--- src/rtl/truncate_phase_controller_pkg.sv ---
// Shared constants and state encoding for the cluster-truncation phase controller.
// Frame geometry defaults are also used by the truncation datapath.
package truncate_phase_controller_pkg;

  localparam int FRAME_LEN_DEF  = 8;
  localparam int PHASE_BITS_DEF = 3;
  localparam int CNT_WIDTH_DEF  = 16;

  typedef enum logic [1:0] {
    IDLE  = 2'd0,
    ALIGN = 2'd1,
    RUN   = 2'd2
  } state_t;

endpackage

--- src/rtl/truncate_phase_controller_sat_counter.sv ---
// Saturating event counter for slow control; a clear wins over a simultaneous increment.
module sat_counter
  import truncate_phase_controller_pkg::*;
#(
  parameter int WIDTH = CNT_WIDTH_DEF
) (
  input  logic             clk_i,
  input  logic             rst_i,
  input  logic             inc_i,
  input  logic             clr_i,
  output logic [WIDTH-1:0] cnt_o
);

  logic [WIDTH-1:0] cnt_q, cnt_d;

  always_comb begin
    cnt_d = cnt_q;
    if (clr_i) begin
      cnt_d = '0;
    end else if (inc_i && (cnt_q != '1)) begin
      cnt_d = cnt_q + 1'b1;
    end
  end

  always_ff @(posedge clk_i or posedge rst_i) begin
    if (rst_i) begin
      cnt_q <= '0;
    end else begin
      cnt_q <= cnt_d;
    end
  end

  assign cnt_o = cnt_q;

endmodule

--- src/rtl/truncate_phase_controller.sv ---
// Locks the truncation phase counter to the bunch-crossing strobe, drives the
// datapath load/phase, and tracks frame alignment and cluster overflow.
module truncate_phase_controller
  import truncate_phase_controller_pkg::*;
#(
  parameter int FRAME_LEN  = FRAME_LEN_DEF,
  parameter int PHASE_BITS = PHASE_BITS_DEF,
  parameter int CNT_WIDTH  = CNT_WIDTH_DEF
) (
  input  logic                  clock,
  input  logic                  global_reset,
  input  logic                  bx_strobe,
  input  logic [3:0]            delay,
  input  logic                  remaining,
  input  logic                  cnt_reset,
  output logic [PHASE_BITS-1:0] phase,
  output logic                  load,
  output logic                  synced,
  output logic                  overflow,
  output logic [CNT_WIDTH-1:0]  overflow_cnt,
  output logic [CNT_WIDTH-1:0]  sync_err_cnt
);

  // gap must be able to hold FRAME_LEN itself to flag a missing strobe
  localparam int GAP_W = PHASE_BITS + 1;
  localparam logic [GAP_W-1:0]      GAP_SAT    = GAP_W'(FRAME_LEN);
  localparam logic [GAP_W-1:0]      GAP_LAST   = GAP_W'(FRAME_LEN - 1);
  localparam logic [PHASE_BITS-1:0] PHASE_LAST = PHASE_BITS'(FRAME_LEN - 1);

  state_t                state_q, state_d;
  logic [PHASE_BITS-1:0] phase_q, phase_d;
  logic                  load_q, load_d;
  logic                  synced_q, synced_d;
  logic                  ovf_q, ovf_d;
  logic [3:0]            dly_q, dly_d;
  logic [GAP_W-1:0]      gap_q, gap_d;
  logic                  err_d;
  logic                  on_time;

  always_comb begin
    state_d = state_q;
    phase_d = '0;
    load_d  = 1'b0;
    ovf_d   = 1'b0;
    err_d   = 1'b0;
    dly_d   = dly_q;
    gap_d   = bx_strobe ? '0 : ((gap_q == GAP_SAT) ? gap_q : gap_q + 1'b1);
    on_time = bx_strobe && (gap_q == GAP_LAST);

    case (state_q)
      IDLE: begin
        if (bx_strobe) begin
          dly_d   = delay;
          state_d = ALIGN;
        end
      end
      ALIGN: begin
        // a fresh strobe re-arms the delay so the lock follows the latest frame
        if (bx_strobe) begin
          dly_d = delay;
        end else if (dly_q == 4'd0) begin
          state_d = RUN;
          load_d  = 1'b1;
        end else begin
          dly_d = dly_q - 4'd1;
        end
      end
      RUN: begin
        ovf_d = (phase_q == PHASE_LAST) && remaining;
        if (bx_strobe && !on_time) begin
          err_d   = 1'b1;
          dly_d   = delay;
          state_d = ALIGN;
        end else if (gap_q == GAP_SAT) begin
          err_d   = 1'b1;
          state_d = IDLE;
        end else begin
          phase_d = phase_q + 1'b1;
          load_d  = (phase_q == PHASE_LAST);
        end
      end
      default: state_d = IDLE;
    endcase

    synced_d = (state_d == RUN);
  end

  always_ff @(posedge clock or posedge global_reset) begin
    if (global_reset) begin
      state_q  <= IDLE;
      phase_q  <= '0;
      load_q   <= 1'b0;
      synced_q <= 1'b0;
      ovf_q    <= 1'b0;
      dly_q    <= '0;
      gap_q    <= '0;
    end else begin
      state_q  <= state_d;
      phase_q  <= phase_d;
      load_q   <= load_d;
      synced_q <= synced_d;
      ovf_q    <= ovf_d;
      dly_q    <= dly_d;
      gap_q    <= gap_d;
    end
  end

  sat_counter #(.WIDTH(CNT_WIDTH)) u_ovf_cnt (
    .clk_i (clock),
    .rst_i (global_reset),
    .inc_i (ovf_d),
    .clr_i (cnt_reset),
    .cnt_o (overflow_cnt)
  );

  sat_counter #(.WIDTH(CNT_WIDTH)) u_err_cnt (
    .clk_i (clock),
    .rst_i (global_reset),
    .inc_i (err_d),
    .clr_i (cnt_reset),
    .cnt_o (sync_err_cnt)
  );

  assign phase    = phase_q;
  assign load     = load_q;
  assign synced   = synced_q;
  assign overflow = ovf_q;

endmodule

--- config.mk ---
export PLATFORM = sky130hd
export DESIGN_NAME = truncate_phase_controller
export DESIGN_NICKNAME = d
export VERILOG_FILES = /design/src/rtl/truncate_phase_controller_pkg.sv /design/src/rtl/truncate_phase_controller_sat_counter.sv /design/src/rtl/truncate_phase_controller.sv
export SDC_FILE = /design/constraint.sdc
export NUM_CORES = 1
export LEC_CHECK = 0
export ABC_CLOCK_PERIOD_IN_PS = 2100
export CAP_MARGIN = 20
export CORE_MARGIN = 5
export CORE_UTILIZATION = 55
export DETAILED_ROUTE_END_ITERATION = 7
export DONT_BUFFER_PORTS = 1
export HOLD_SLACK_MARGIN = 0.06
export PLACE_DENSITY = 0.74
export SYNTH_ARGS = -nofsm -noshare
export SYNTH_HDL_FRONTEND = slang
export SYNTH_SLANG_ARGS = --single-unit
--- constraint.sdc ---
create_clock -name clock -period 2.1 [get_ports clock]
set_input_delay 0.525 -clock clock [delete_from_list [all_inputs] [get_ports clock]]
set_output_delay 0.525 -clock clock [all_outputs]
set_load 0.01 [all_outputs]
Word level (Yosys, flattened, before mapping)
Index checks and enable logic that the tools add are counted.
{"block": "totals", "ff_bits": 48, "input_bits": 9, "out_inout_bits": 38, "elab_cells": 67}
{"block": "classes", "n_addsub": 5, "eq_ne": 12, "mux": 29, "reduce_logical": 12}
{"operator": "16-bit two-way mux", "count": 4}
{"operator": "16-bit by 1-bit adder with 16-bit output (second input constant)", "count": 2}
{"operator": "16-bit inequality test (second input constant)", "count": 2}
{"operator": "4-bit two-way mux", "count": 6}
{"operator": "4-bit one-hot mux with 3 select lines", "count": 1}
{"operator": "2-bit two-way mux", "count": 5}
{"operator": "3-bit two-way mux", "count": 3}
{"operator": "1-bit two-way mux", "count": 8}
{"operator": "2-bit inequality test (second input constant)", "count": 3}
{"operator": "2-bit one-hot mux with 3 select lines", "count": 1}
{"operator": "1-bit logical AND", "count": 5}
{"operator": "4-bit by 1-bit adder with 4-bit output (second input constant)", "count": 1}
{"operator": "2-bit equality test (second input constant)", "count": 2}
{"operator": "4-bit by 3-bit equality test with 1-bit output (second input constant)", "count": 1}
{"operator": "4-bit equality test (second input constant)", "count": 1}
{"operator": "4-bit logical NOT", "count": 1}
{"operator": "4-bit AND reduction", "count": 1}
{"operator": "2-bit nonzero test", "count": 2}
{"operator": "4-bit by 1-bit subtractor with 4-bit output (second input constant)", "count": 1}
{"operator": "3-bit by 1-bit adder with 3-bit output (second input constant)", "count": 1}
{"operator": "3-bit equality test (second input constant)", "count": 1}
{"operator": "3-bit inequality test (second input constant)", "count": 1}
{"operator": "3-bit nonzero test", "count": 1}
{"operator": "2-bit by 1-bit equality test with 1-bit output (second input constant)", "count": 1}
{"operator": "other kinds (3)", "count": 3}

Depth between registers and ports, before layout
Gate-level depths: netlist of the first run.
{"block": "logic_depth", "word_depth": 9, "mapped_depth": 9, "mapped_depth_nobuf": 8}

Modules after synthesis
Synthesis of the first run repeated with hierarchy kept, for this count alone.
{"block": "hier_totals", "cells_unflattened": 303, "area_unflattened_um2": 2890.3}
{"mod": "sat_counter", "instances": 2, "cells_each": 101, "area_per_inst_um2": 932.1, "seq_area_each_um2": 400.4}
{"mod": "truncate_phase_controller", "instances": 1, "cells_each": 101, "area_per_inst_um2": 1026.0, "seq_area_each_um2": 400.4}

Worst setup path after synthesis of the first run
OpenSTA, ideal clock, no wires.
{"block": "synth_path", "path_type": "reg2reg", "startpoint": "register state_q[0]", "endpoint": "register u_ovf_cnt.cnt_q[5], in the netlist u_ovf_cnt.cnt_o[5]", "setup_ps": 132, "arrival_ps": 1643, "t_required_ps": 1968, "path_slack_ps": 325, "stages_incl_launch_ff": 10, "n_path_buf": 1, "period_less_slack_ps": 1775, "path_cell_list": "dfrtp_1 inv_1 ha_1 buf_4 nand3_2 inv_1 nand4_4 a211oi_2 xnor2_1 nor2_1"}
{"block": "synth_between", "elab_chain_cells": 4}
{"element": "from (decl)", "line_no": "truncate_phase_controller.sv:30", "text": "state_t state_q, state_d;"}
{"element": "from (signal assigned)", "line_no": "truncate_phase_controller.sv:98", "text": "state_q <= state_d;"}
{"element": "2-bit equality test", "line_no": "truncate_phase_controller.sv:50", "text": "case (state_q)"}
{"element": "1-bit two-way mux", "line_no": "truncate_phase_controller.sv:50"}
{"element": "via ovf_d", "line_no": "truncate_phase_controller.sv:34", "text": "logic ovf_q, ovf_d;"}
{"element": "1-bit logical AND", "line_no": "truncate_phase_controller_sat_counter.sv:20", "text": "end else if (inc_i && (cnt_q != '1)) begin"}
{"element": "2-bit nonzero test (no source line)"}
{"element": "to (signal assigned)", "line_no": "truncate_phase_controller_sat_counter.sv:29", "text": "cnt_q <= cnt_d;"}
{"element": "to (decl)", "line_no": "truncate_phase_controller_sat_counter.sv:14", "text": "logic [WIDTH-1:0] cnt_q, cnt_d;"}
The timed path passes the listed nets, and every way through them passes these cells.
A chain may end at the register's enable or synchronous reset.

Worst setup path after layout of the first run
{"block": "layout_path", "startpoint": "register state_q[0]", "endpoint": "register u_err_cnt.cnt_q[13], in the netlist u_err_cnt.cnt_o[13]"}
{"block": "layout_between", "elab_chain_cells": 4}
{"element": "2-bit equality test", "line_no": "truncate_phase_controller.sv:50"}
{"element": "1-bit two-way mux", "line_no": "truncate_phase_controller.sv:50"}
{"element": "1-bit logical AND", "line_no": "truncate_phase_controller_sat_counter.sv:20"}
{"element": "2-bit nonzero test (no source line)"}
{"element": "to (signal assigned)", "line_no": "truncate_phase_controller_sat_counter.sv:29"}
{"element": "to (decl)", "line_no": "truncate_phase_controller_sat_counter.sv:14"}
No other way between the ends.

==> results of run 1 <==
-- per-layer routing --
layer / GRT usage [%] / vias up / wire, um
met2: 29.22 / 38 / 2604
met3: 5.493 / 9 / 306
met1: 22.62 / 968 / 2363
met4: 5.405 / 0 / 69
met5: 0 / - / 0
li1: - / 980 / -
-- cell usage after synthesis (all sizes together) (2+ instances only) --
cell type	n	area [um^2]
nor4b	3	32.53
nor2b	3	18.77
a21oi	15	78.83
a21bo	2	20.02
xor2	4	35.03
dfrtp	48	1201
nand2	14	52.55
and4	3	26.28
inv	12	45.04
buf	5	36.28
o21ai	7	35.03
nor4	6	62.56
nand4	7	65.06
xnor2	23	201.4
nand2b	2	12.51
and3	3	18.77
clkbuf	2	7.510
nor2	40	150.1
mux2i	2	20.02
and2	2	12.51
nand3b	4	30.03
nand3	14	80.08
a211oi	7	57.55
ha	12	150.1
a21boi	2	15.01
a21o	3	22.52
o311a	2	20.02
nor3	9	67.56
-- where the power goes --
part	switching, mW	leakage (nW)	internal, mW	total (mW)
Clock	0.304	0.0645	0.420	0.725
Combinational	0.322	0.549	0.241	0.563
Sequential	0.0740	0.657	1.00	1.08
-- cell families (layout without fill, tap and decap cells) --
group / after synthesis / count (layout) / synth area share (%)
multiplexers: 2 / 2 / 0.7387
adder cells (fa/ha/maj): 12 / 12 / 5.540
AND/OR/NAND/NOR: 114 / 114 / 24.28
XOR/XNOR: 27 / 27 / 8.726
buffers and inverters: 19 / 27 / 3.278
AO/OA/AOI/OAI: 50 / 50 / 13.11
flip-flops: 48 / 48 / 44.32
-- worst max-delay path: cells and delay by family (launching register included) --
| kind | cells | cell delay [ns] |
|---|---|---|
| DFF | 1 | 0.42 |
| buffers and inverters | 2 | 0.32 |
| and+or+nand+nor | 3 | 0.58 |
| adders and majority gates | 1 | 0.22 |
| AOI/OAI and AO/OA | 1 | 0.14 |
| xor gates and xnor gates | 1 | 0.16 |
-- flip-flops by register name (all words and copies together) (netlist names) --
signal and cells:
u_ovf_cnt.cnt_o 16, synced 1, overflow 1, load 1
state_q 2, phase 3, gap_q 4, u_err_cnt.cnt_o 16
dly_q 4
-- layout make-up --
class                   count  area [um^2]  area share [%]
clock inverters             1        30.03           1.013
inverters                  12        45.04           1.519
flip-flops and latches     48         1201           40.51
multi-input cells         205         1456           49.11
repair buffers              7        52.55           1.772
well taps                  67        83.83           2.827
clock buffers               7        96.34           3.249
-- worst max-delay path by stage --
stage                          start                  end  slack (ns)
after global placement    state_q[0]  u_ovf_cnt.cnt_o[12]        0.11
after global routing      state_q[0]  u_ovf_cnt.cnt_o[11]        0.03
final                     state_q[0]  u_err_cnt.cnt_o[13]        0.15
after floorplan           state_q[0]   u_ovf_cnt.cnt_o[5]        0.33
after CTS                 state_q[0]  u_ovf_cnt.cnt_o[12]        0.05
after detailed placement  state_q[0]  u_ovf_cnt.cnt_o[12]        0.05
-- stage by stage --
step / hold WS (ns) / area (um^2)
floorplan: 0.4865 / 2710
global placement: 0.5128 / 2803
detailed placement: 0.5197 / 2803
CTS: 0.1928 / 2929
global route: 0.2138 / 2965
finish: 0.1586 / 2965
-- timing repair --
| action | CTS | global route |
|---|---|---|
| hold endpoints to repair | 0 | 0 |
| endpoints found under the setup margin | 0 | 13 |
| gates resized for setup | 0 | 6 |
==> results.ini, run 1 <==
[global_route]
grt-ovfl-total = 0
first_global_vias = 1934
grt_max_degree = 33
grt_pass1_wl_um = 9073
antenna_found_initial = 0
gr-usage-all-layers_pct = 17.86

[cts]
cts_made_buffers = 5
cts.sinks = 48
clk_latency_ns = 0.30
htreeDepth = 2
cts_tree = built
clk_path_buf_depth = 2
hold_buffers = 0
ctsRootBufferMaster = clkbuf_8
postCtsSetupBuffers = 0
clk_pin_slew_ns = 0.09

[worst_setup_path]
reg2reg_depth = 8
worst_path_max_delay_cell = dfrtp_1
cp_data_required_time_ns = 2.30
path_max_fanout = 12
crit_path_end_kind = flip-flop
start_kind = flip-flop
r2r-start = state_q[0]
critical_path_class = reg2reg
reg2reg_setup_slack_ns = 0.15
cp_cell_sequence = inv_1, ha_2, nor2b_1, a32oi_4, buf_4, nor4_2, xnor2_1, nor2_1
r2r-end = u_err_cnt.cnt_o[13]
cpPeakStageDelay_ns = 0.42
worstPathArrival_ns = 2.15

[logic_synthesis]
netlist_instances = 272
yosys_register_bits = 48
synth-seq-area-share_pct = 44.32
ys_dominant_reg_cell = dfrtp_1
synth.distinct_cells = 55
syn_area_um2 = 2710
synth_area_per_cell_um2 = 9.964
synth_edf_count = 0
ys_warn_count = 0
synthesis.nets = 293
async_flop_share_pct = 100.0

[timing]
setup_ws_ns = 0.1546
maxSlewHeadroom_pct = 60.02
hold_viol = 0
fin_tns_setup_ns = 0
rsz0062_at_grt = false
timing.fmax_mhz = 514.0
setup_viol = 0
fin_worst_skew_ns = 0.008833
maxSlewViolCount = 0
tightest_slew_ns = 0.5988
period_share_pct = 92.64
period_minus_slack_ns = 1.945

[layout]
drive_above_1_share_pct = 12.86
n_fill_cell = 391
final_cell_mix = dfrtp_1, nor2_1, xnor2_1
area_growth_pct = 9.418
layout_commonest_cell = dfrtp_1
layout.cells.non_filler = 347
finalNetCount = 300
antenna_cells = 0
final_util_pct = 62.37

[die]
start_util_pct = 57.00
dieArea_um2 = 6431
die_w_um = 80.20
die_y_um = 80.20
rows = 25
io-pin-count = 47
design.core.area_um2 = 4755

[run_status]
status = finished clean

[placed_design]
dp_hpwl_um = 3952
routabilityCongestion = 0.8849
post-place-ws_ns = 0.05436
io_buffers = 0
dp_cells = 339

[detailed_routing]
wire_per_inst_um = 15.40
finalWirelength_um = 5344
antenna_left = 0
drtIter0Drc = 85
vias = 1995
drt-pass1-iter-count = 4
vias_per_cell = 5.749
drcViolationCount = 0

[hold_path]
hold_class = in2async

[power]
power_mw = 2.366
peakVddDrop_mv = 0.6909
p_leak_nw = 1.271
powerDensity_nw_per_um2 = 797.9

[run]
cap_viol_max_count = 0

(Power assumes the default switching activity.)
==> run 2, diff against run 1 <==
--- a/config.mk
+++ b/config.mk
@@ -8,11 +8,11 @@
 export ABC_CLOCK_PERIOD_IN_PS = 2100
 export CAP_MARGIN = 20
 export CORE_MARGIN = 5
-export CORE_UTILIZATION = 55
+export CORE_UTILIZATION = 43
 export DETAILED_ROUTE_END_ITERATION = 7
 export DONT_BUFFER_PORTS = 1
 export HOLD_SLACK_MARGIN = 0.06
-export PLACE_DENSITY = 0.74
+export PLACE_DENSITY = 0.62
 export SYNTH_ARGS = -nofsm -noshare
 export SYNTH_HDL_FRONTEND = slang
 export SYNTH_SLANG_ARGS = --single-unit
==> results.ini, run 2 (synthesized netlist as in run 1, its figures left out) <==
[layout]
layout_commonest_cell = dfrtp_1  ; unchanged
layout.cells.non_filler = 358  ; was 347
finalNetCount = 302  ; was 300
drive_above_1_share_pct = 12.10  ; was 12.86%
final_util_pct = 47.41  ; was 62.37%
area_growth_pct = 9.188  ; was 9.418%
final_cell_mix = dfrtp_1, nor2_1, xnor2_1  ; unchanged
antenna_cells = 0  ; unchanged

[timing]
tightest_slew_ns = 0.6078  ; was 0.5988 ns
maxSlewViolCount = 0  ; unchanged
hold_viol = 0  ; unchanged
period_minus_slack_ns = 1.923  ; was 1.945 ns
setup_ws_ns = 0.1765  ; was 0.1546 ns
setup_viol = 0  ; unchanged
fin_worst_skew_ns = 0.004529  ; was 0.008833 ns
timing.fmax_mhz = 519.9  ; was 514.0 MHz
period_share_pct = 91.59  ; was 92.64%
rsz0062_at_grt = false  ; unchanged
fin_tns_setup_ns = 0  ; unchanged
maxSlewHeadroom_pct = 59.48  ; was 60.02%

[detailed_routing]
vias = 1978  ; was 1,995
finalWirelength_um = 5531  ; was 5344 um
wire_per_inst_um = 15.45  ; was 15.40 um
vias_per_cell = 5.525  ; was 5.749
drt-pass1-iter-count = 4  ; unchanged
drcViolationCount = 0  ; unchanged
antenna_left = 0  ; unchanged
drtIter0Drc = 78  ; was 85

[power]
peakVddDrop_mv = 0.5484  ; was 0.6909 mV
switching_share_pct = 28.86  ; was 29.60%
powerDensity_nw_per_um2 = 814.3  ; was 797.9 nW/um^2
intPower_mw = 1.714  ; was 1.666 mW
switching_power_mw = 0.6954  ; was 0.7005 mW
p_comb_share_pct = 23.1  ; was 23.8%
p_leak_nw = 1.270  ; was 1.271 nW
clockPowerShare_pct = 32.1  ; was 30.6%
pwr-share-seq_pct = 44.8  ; was 45.6%

[global_route]
grt-ovfl-total = 0  ; unchanged
grt_max_degree = 49  ; was 33
grt_pass1_wl_um = 9515  ; was 9073 um
first_global_vias = 1927  ; was 1,934
antenna_found_initial = 0  ; unchanged
gr-usage-all-layers_pct = 14.95  ; was 17.86%

[cts]
hold_buffers = 0  ; unchanged
ctsRootBufferMaster = clkbuf_8  ; unchanged
postCtsSetupBuffers = 0  ; unchanged
post_cts_resized = 0  ; unchanged
clk_latency_ns = 0.30  ; about the same
cts_made_buffers = 5  ; unchanged
htreeDepth = 2  ; unchanged
clk_pin_slew_ns = 0.09  ; about the same
clk_path_buf_depth = 2  ; unchanged
cts.sinks = 48  ; unchanged
cts_tree = built  ; unchanged

[placed_design]
routabilityCongestion = 0.7907  ; was 0.8849
dp_cells = 351  ; was 339
dp_hpwl_um = 3925  ; was 3952 um
io_buffers = 0  ; unchanged
post-place-ws_ns = 0.1876  ; was 0.05436 ns

[die]
die_y_um = 89.39  ; was 80.20 um
io-pin-count = 47  ; unchanged
start_util_pct = 43.42  ; was 57.00%
design.core.area_um2 = 6241  ; was 4755 um^2
die_w_um = 89.39  ; was 80.20 um
dieArea_um2 = 7991  ; was 6431 um^2
rows = 29  ; was 25

[worst_setup_path]
r2r-start = state_q[0]  ; unchanged
worstPathArrival_ns = 2.11  ; was 2.15 ns
critical_path_class = reg2reg  ; unchanged
cp-startpoint = state_q[0]  ; unchanged
cp_data_required_time_ns = 2.29  ; was 2.30 ns
path_max_fanout = 7  ; was 12
crit_path_end_kind = flip-flop  ; unchanged
start_kind = flip-flop  ; unchanged

[run]
cap_viol_max_count = 0  ; unchanged

[hold_path]
hold_class = in2async  ; unchanged

[run_status]
status = finished clean  ; unchanged

-- run 2: worst paths after layout --
check                                     endpoint  slack (ns)  depth (start not counted)
worst max-delay path            u_ovf_cnt.cnt_o[3]        0.18                          8
worst min-delay path            u_err_cnt.cnt_o[1]        0.26                          2
worst max register to register  u_ovf_cnt.cnt_o[3]        0.18                          8
worst min register to register            phase[0]        0.53                          1
max in group asynchronous                 dly_q[3]        1.43                          2
min in group clock                        gap_q[2]        0.28                          1
-- run 2: layout make-up --
cell class                 instances  area (um^2)
clock inverter                     2        60.06
inverter                          12        45.04
fill                             630         3282
timing repair buffer               9        67.56
tap                               77        96.34
sequential                        48         1201
clock buffer                       5        68.82
multi-input combinational        205         1420
-- run 2: worst max-delay path: stages, from the launching register on --
cell and delay, ns:
dfrtp_1 0.43, inv_1 0.11, ha_1 0.23, nand3_2 0.16
inv_1 0.17, nand4_4 0.19, a21oi_1 0.31, xnor2_1 0.16
nor2_1 0.05
-- run 2: per-stage QoR --
step	instance area (um^2)	total power [mW]	hold slack (ns)
2_1_floorplan	2710	1.536	0.4865
3_3_place_gp	2830	1.645	0.5269
3_5_place_dp	2830	1.662	0.5317
4_1_cts	2959	2.452	0.2656
5_1_grt	2959	2.589	0.2582
6_report	2959	2.410	0.2558
-- run 2: power by group through the flow --
stage / Clock [mW] / Sequential, mW / Combinational (mW)
3_5_place_dp: 0 / 1.10 / 0.564
5_1_grt: 0.839 / 1.10 / 0.652
2_1_floorplan: 0 / 1.09 / 0.449
3_3_place_gp: 0 / 1.09 / 0.551
4_1_cts: 0.808 / 1.08 / 0.563
6_report: 0.773 / 1.08 / 0.557
-- run 2: routing by layer --
layer	wire length (um)	share of wire [%]	GRT usage (%)
met5	0	0	0
met4	53	0.96	3.248
met3	364	6.6	4.793
met2	2537	46	24.25
met1	2576	47	19.57
